===== config.mk =====
export PLATFORM = sky130hd
export DESIGN_NAME = awg_pwm_dac
export DESIGN_NICKNAME = d
export VERILOG_FILES = /design/src/rtl/awg_pwm_dac.sv
export SDC_FILE = /design/constraint.sdc
export NUM_CORES = 1
export LEC_CHECK = 0
export BUFFER_PORTS_ARGS = -buffer_cell sky130_fd_sc_hd__buf_2
export CORE_ASPECT_RATIO = 1.25
export CORE_MARGIN = 1
export CORE_UTILIZATION = 40
export CTS_CLUSTER_DIAMETER = 150
export CTS_CLUSTER_SIZE = 24
export DETAILED_ROUTE_END_ITERATION = 8
export GPL_ROUTABILITY_DRIVEN = 0
export HOLD_SLACK_MARGIN = 0.1
export SLEW_MARGIN = 20
export SYNTH_ARGS = -nofsm -noshare
export SYNTH_HDL_FRONTEND = slang
export SYNTH_SLANG_ARGS = --single-unit

===== constraint.sdc =====
create_clock -name clk -period 2 [get_ports clk]
set_input_delay 0.5 -clock clk [delete_from_list [all_inputs] [get_ports clk]]
set_output_delay 0.5 -clock clk [all_outputs]
set_load 0.01 [all_outputs]

===== src/rtl/awg_pwm_dac.sv =====
// rtl/awg_pwm_dac.sv - double-buffered PWM output stage; define AWG_PWM_DAC_SD_EN to add the sigma-delta output
module awg_pwm_dac #(
   parameter int WIDTH    = 10,
   parameter int PRESCALE = 1
) (
   input  logic             clk,
   input  logic             rst,
   input  logic [WIDTH-1:0] sample_in,
   input  logic             sample_valid,
   input  logic             enable,
   output logic             pwm_out,
   output logic             pdm_out,
   output logic             period_start,
   output logic             overrun
);

   // Prescaler terminal value; PRESCALE=256 maps onto the full 8-bit range.
   localparam logic [7:0]       PRESC_LAST = 8'(PRESCALE - 1);
   localparam logic [7:0]       PRESC_ONE  = 8'd1;
   localparam logic [WIDTH-1:0] CNT_LAST   = '1;
   localparam logic [WIDTH-1:0] CNT_ONE    = WIDTH'(1);

   logic [7:0]       presc_q, presc_d;
   logic [WIDTH-1:0] cnt_q, cnt_d;
   logic [WIDTH-1:0] hold_q, hold_d;
   logic             pending_q, pending_d;
   logic [WIDTH-1:0] active_q, active_d;
   logic             pwm_q, pwm_d;
   logic             period_start_q, period_start_d;
   logic             overrun_q, overrun_d;

   logic tick;
   logic transfer;
   logic consume;

   // Timing events: a PWM tick, the last tick of a period, and whether the
   // held sample is moved into the active register this cycle. While the
   // stage is stopped, any pending sample is taken over immediately so the
   // next run starts with the latest value.
   always_comb begin
      tick     = enable && (presc_q == PRESC_LAST);
      transfer = tick && (cnt_q == CNT_LAST);
      consume  = pending_q && (transfer || !enable);
   end

   // Prescaler and period counter; both parked at zero while disabled so a
   // fresh period begins at cnt=0 when enable rises.
   always_comb begin
      presc_d = presc_q;
      cnt_d   = cnt_q;
      if (!enable) begin
         presc_d = '0;
         cnt_d   = '0;
      end else if (tick) begin
         presc_d = '0;
         cnt_d   = cnt_q + CNT_ONE;
      end else begin
         presc_d = presc_q + PRESC_ONE;
      end
   end

   // Double buffer: a transfer reads the old hold value, then a capture in
   // the same cycle refills hold and re-arms pending.
   always_comb begin
      hold_d    = hold_q;
      pending_d = pending_q;
      active_d  = active_q;
      if (consume) begin
         active_d  = hold_q;
         pending_d = 1'b0;
      end
      if (sample_valid) begin
         hold_d    = sample_in;
         pending_d = 1'b1;
      end
   end

   // Registered outputs: duty compare, period strobe and overwrite strobe.
   always_comb begin
      pwm_d          = enable && (cnt_q < active_q);
      period_start_d = transfer;
      overrun_d      = sample_valid && pending_q && !consume;
   end

   // State registers.
   always_ff @(posedge clk or posedge rst) begin
      if (rst) begin
         presc_q        <= '0;
         cnt_q          <= '0;
         hold_q         <= '0;
         pending_q      <= 1'b0;
         active_q       <= '0;
         pwm_q          <= 1'b0;
         period_start_q <= 1'b0;
         overrun_q      <= 1'b0;
      end else begin
         presc_q        <= presc_d;
         cnt_q          <= cnt_d;
         hold_q         <= hold_d;
         pending_q      <= pending_d;
         active_q       <= active_d;
         pwm_q          <= pwm_d;
         period_start_q <= period_start_d;
         overrun_q      <= overrun_d;
      end
   end

   assign pwm_out      = pwm_q;
   assign period_start = period_start_q;
   assign overrun      = overrun_q;

`ifdef AWG_PWM_DAC_SD_EN
   // First-order sigma-delta: the top accumulator bit holds the carry of the
   // latest sum and is the registered bitstream itself.
   logic [WIDTH:0] acc_q, acc_d;
   logic [WIDTH:0] sd_sum;

   // Accumulate the active sample once per tick; cleared while disabled.
   always_comb begin
      sd_sum = {1'b0, acc_q[WIDTH-1:0]} + {1'b0, active_q};
      acc_d  = acc_q;
      if (!enable) begin
         acc_d = '0;
      end else if (tick) begin
         acc_d = sd_sum;
      end
   end

   // Accumulator register.
   always_ff @(posedge clk or posedge rst) begin
      if (rst) begin
         acc_q <= '0;
      end else begin
         acc_q <= acc_d;
      end
   end

   assign pdm_out = acc_q[WIDTH];
`else
   assign pdm_out = 1'b0;
`endif

endmodule


---- Word-level counts from Yosys, hierarchy flattened ----
Index checks and enable logic that the tools add are counted.
word-level totals
  input port bits ......................... 14
  register bits after elaboration ......... 42
  output and inout bits ................... 4
cells by class
  equality and inequality tests ........... 2
  reductions and logical operators ........ 11
  muxes and demuxes ....................... 6
  $lt $le $gt $ge ......................... 1
  $add $sub $neg .......................... 2
operator list
  kind                                                                      number
  10-bit two-way mux                                                        2
  8-bit two-way mux                                                         2
  10-bit by 1-bit adder with 10-bit output (second input constant)          1
  10-bit == test (second input constant)                                    1
  10-bit < comparator                                                       1
  8-bit by 1-bit adder with 8-bit output (second input constant)            1
  8-bit logical NOT                                                         1
  1-bit logical AND                                                         6
  1-bit logical NOT                                                         2
  1-bit two-way mux                                                         2
  2-bit by 1-bit inequality test with 1-bit output (second input constant)  1
  2-bit nonzero test                                                        1
  1-bit logical OR                                                          1

---- Logic depth before layout (Yosys ltp) ----
  depth in word-level cells ............... 7
  mapped depth ............................ 6
  mapped depth without buffers ............ 6

---- Least setup slack after synthesis ----
Ideal clock, no wire load.
  path type ............................... register to register
  start ................................... reg presc_q[0]
  end ..................................... reg cnt_q[9]
  slack ................................... 0.188 ns
  stages on the path, launching flop included .. 7
  period minus slack after synthesis ...... 1.812 ns
  buffers on the path ..................... 0
  arrival ................................. 1.734 ns
  cell sequence ........................... dfrtp_1 inv_1 ha_1 nor3b_2 nand2_4 or4_1 a21oi_1
between the ends
  word-level cells in the longest chain between the ends .. 3
RTL lines
  item                                                        line  text
  from (decl)                                                 23    logic [7:0] presc_q, presc_d;
  from (signal assigned)                                      97    presc_q <= presc_d;
  8-bit logical NOT                                           41    tick = enable && (presc_q == PRESC_LAST);
  1-bit logical AND                                           41
  2-bit by 1-bit inequality test with 1-bit output (no line)  n/a
  to (signal assigned)                                        98    cnt_q <= cnt_d;
  to (decl)                                                   24    logic [WIDTH-1:0] cnt_q, cnt_d;
Every way passes these cells.
A chain may end at the register's enable or synchronous reset.

---- Worst setup path in the final report ----
  start ................................... reg cnt_q[0]
  end ..................................... reg active_q[6]
between the ends
  word-level cells in the longest chain between the ends .. 4
RTL lines
  item                  line  text
  10-bit == test        42    transfer = tick && (cnt_q == CNT_LAST);
  1-bit logical AND     42
  1-bit logical OR      43    consume = pending_q && (transfer || !enable);
  1-bit logical AND     43
  to (signal assigned)  101   active_q <= active_d;
  to (decl)             27    logic [WIDTH-1:0] active_q, active_d;
Every way passes these cells.

==> results by group <==
Pwr
  – Leak Pwr: 1.13 nW
  – Peak supply drop: between 0.0005 and 0.0006 V
  – Power density cells: 714 mW/mm²

Yosys
  – Area fraction in compound gates after synthesis: 4.59%
  – Seq/Total Area, Yosys: 51.4%
  – YS warnings: 0
  – Most common flop cell mapped by yosys: dfrtp_1
  – Xor/xnor cell area share of the yosys netlist: 5.57%
  – Adder-Cell Fraction of Synth Area: 7.34%
  – Synth Instances: 175
  – Post-Synth Simple-Gate Area: 16.6%
  – EDFF count, synth: 0
  – Flops & latches, synth: 42
  – Mux cell area share after synthesis: between 10 and 15%
  – Syn nets: 201
  – Syn_area_per_cell: 11.7 µm²
  – Library cells used by synthesis: 36
  – Combinational family with the most area after synthesis: simple AND/OR/NAND/NOR gates
  – Post-Syn Area: slightly above 0.002 mm²
  – Asr flop ratio synth: 100%

Layout
  – Final nets: 227
  – Cell Count, Final, Fillers Out: around 260
  – Fraction of layout cells with a size suffix above 1: 27.4%
  – Number of fill cells: 469
  – Antenna diode count: 0
  – Fin area: 0.00232 mm²
  – Layout area overhead: 13.4%

Placement
  – Detail Placement HPWL: 2730 µm
  – IO buf count: 16
  – Placed instance area: 0.00222 mm²
  – Placed insts: 253

Clock network
  – Root Buffer: clkbuf_8
  – Post-CTS sizing: 0
  – Clk slew on worst S/H paths: roughly 70 ps
  – Clk sinks: 42
  – Cts hold-fix bufs: 0
  – Clock buffer depth: 2
  – Post-CTS setup buffer count: 0
  – Clock latency on the worst-skew pair: 290 ps
  – CTS tree: yes
  – CTS Buf Count: 5
  – H-tree lvl count: 2

Floorplan
  – CORE AREA: 0.00483 mm²
  – Boundary Pins: 18
  – Initial Util: 42.3%
  – Die H: 81.9 µm
  – Die area: roughly 0.0054 mm²
  – Site Rows: 28
  – Die W: 65.9 µm

Job
  – Max-cap violations: 0

Route
  – DRT Pass-1 Iters: 4
  – ANT nets after route: 0
  – Vias per inst: 5.25
  – WL per Instance: 13.9 µm
  – DR iter-0 viols: 49
  – Post-Route WL: 3620 µm
  – DRC violation count after routing: 0
  – Via count: 1,369

Global routing
  – Initial antenna violation count: 0
  – Total GRT Usage: 16.0%
  – Vias in the first global route: 1,448
  – First-pass GRT wire length: about 6400 µm
  – Largest net degree at the start of global routing: 43
  – GRT overflow: 0

Timing
  – Unrepaired setup endpoints after global routing: no
  – Final setup viols: 0
  – Fin crit share: between 90% and 100%
  – Min cycle time layout: about 1900 ps
  – Slew @ Worst Pin: 528 ps
  – Max-slew violation count: 0
  – Final hold vios: 0
  – Slew margin rel.: 64.8%
  – Setup TNS: 0 ps
  – Fmax: 0.536 GHz
  – Setup Skew: 4.58 ps

Worst setup path
  – Family with the most delay on the worst path: simple AND/OR/NAND/NOR gates
  – Worst EP required: 2180 ps
  – Launch point of the worst reg-to-reg path: cnt_q[0]$_DFFE_PP0P_
  – Worst setup SP type: register
  – CP Cell Sequence: ha_1 -> and4_1 -> and4_2 -> o21ai_4 -> buf_12 -> mux2_2
  – Worst setup EP type: register
  – Critical Path AT: 2040 ps
  – Reg2Reg Setup Slack: between 100 and 150 ps
  – FF-to-FF End: active_q[6]$_DFFE_PP0P_
  – CP max stage cell: dfrtp_1
  – Depth of the worst register-to-register path: 6
  – CP Buf/Inv Count: 1
  – Worst Path Max Fanout: 10
  – Critical Path Max Stage Delay: 420 ps
  – Worst Setup Path Type: reg -> reg

Worst hold path
  – Worst hold path class: in -> async

Run status
  – Status: completed
## registers in the layout, summed over array words and instances, names as in the netlist
register,cells
active_q,10
cnt_q,10
hold_q,10
presc_q,8
overrun,1
pending_q,1
period_start,1
pwm_out,1
## logic make-up (layout without fill, tap and decap cells)
kind of cell	after synthesis	count (layout)
AOI/OAI and AO/OA	13	13
xor gates and xnor gates	13	13
adders and majority gates	12	12
buffers and inverters	17	43
DFF	42	42
muxes	20	20
other	1	1
and+or+nand+nor	57	57
## metal layers
layer  part of all wire [%]  track usage [%]  routed length, µm  vias up
li1                       -                -                  -      653
met1                     42             16.4               1510      693
met2                     54             30.3               1950       16
met3                    2.7             4.58                 99        7
met4                    1.8             6.38                 65        0
met5                      0                0                  0        -
## synth_stat cells, drive strengths merged, types with 2 or more instances
library cell | number | area [µm²]
nand4 | 5 | 31.3
nor2 | 16 | 60.1
nand2 | 9 | 41.3
and4 | 5 | 45.0
nand3 | 6 | 30.0
o21ai | 2 | 21.3
inv | 14 | 52.6
ha | 12 | 150
and2 | 2 | 15.0
xor2 | 11 | 96.3
xnor2 | 2 | 17.5
a21oi | 5 | 25.0
nor4 | 2 | 27.5
mux2 | 20 | 225
dfrtp | 42 | 1050
clkbuf | 2 | 7.51
and3 | 6 | 38.8
## worst reg2reg max path: stages (launching register included)
cell	delay, ps
dfrtp_1	420
ha_1	230
and4_1	190
and4_2	250
o21ai_4	170
buf_12	150
mux2_2	340
## report_power, final
part / internal [W] / switching (W) / leakage, nW
Sequential: 0.000918 / 0.0000384 / 0.533
Combinational: 0.000105 / 0.0000922 / 0.559
Clock: 0.000240 / 0.000263 / 0.0383
Total: 0.00126 / 0.000393 / 1.13
## how the worst max path moves through the flow
| stage | from | to | slack [ps] | cells after the start |
|---|---|---|---|---|
| final | cnt_q[0]$_DFFE_PP0P_ | active_q[6]$_DFFE_PP0P_ | 130 | 6 |
| after global placement | cnt_q[0]$_DFFE_PP0P_ | active_q[7]$_DFFE_PP0P_ | 120 | 5 |
| after floorplan | presc_q[0]$_DFF_PP0_ | cnt_q[9]$_DFFE_PP0P_ | 190 | 6 |
| after global routing | cnt_q[4]$_DFFE_PP0P_ | pwm_out$_DFF_PP0_ | 40 | 5 |
| after CTS | cnt_q[0]$_DFFE_PP0P_ | active_q[6]$_DFFE_PP0P_ | 60 | 5 |
| after detailed placement | cnt_q[0]$_DFFE_PP0P_ | active_q[2]$_DFFE_PP0P_ | 70 | 5 |
## area by class of cell
class / instances / area [µm²] / share of cell area (%)
clock buffers: 7 / 76.3 / 3.29
inverters: 14 / 52.6 / 2.27
multi-input cells: 116 / 926 / 39.9
flip-flops and latches: 42 / 1050 / 45.3
well taps: 60 / 75.1 / 3.24
repair buffers: 22 / 138 / 5.94
## metrics by stage
stage / hold WS (ps) / setup slack (ps) / power, W / utilization, %
after floorplan: 468 / 188 / 0.00111 / -
after global placement: 485 / 124 / 0.00115 / 46.0
after detailed placement: 494 / 71.4 / 0.00117 / 46.0
after CTS: 350 / 59.0 / 0.00168 / 47.5
after global routing: 370 / 38.4 / 0.00174 / 48.0
final: 321 / 133 / 0.00166 / 48.0
## cell usage in the layout, fill, tap and decap left out, types with 6 or more instances in the layout
cell type and instances:
buf_2 16, dfrtp_1 42, ha_1 12, inv_1 14, mux2_2 20, nand2_1 8, nand3_1 6, nor2_1 16
xor2_1 11
No activity file was read; power rests on OpenSTA's default activity.
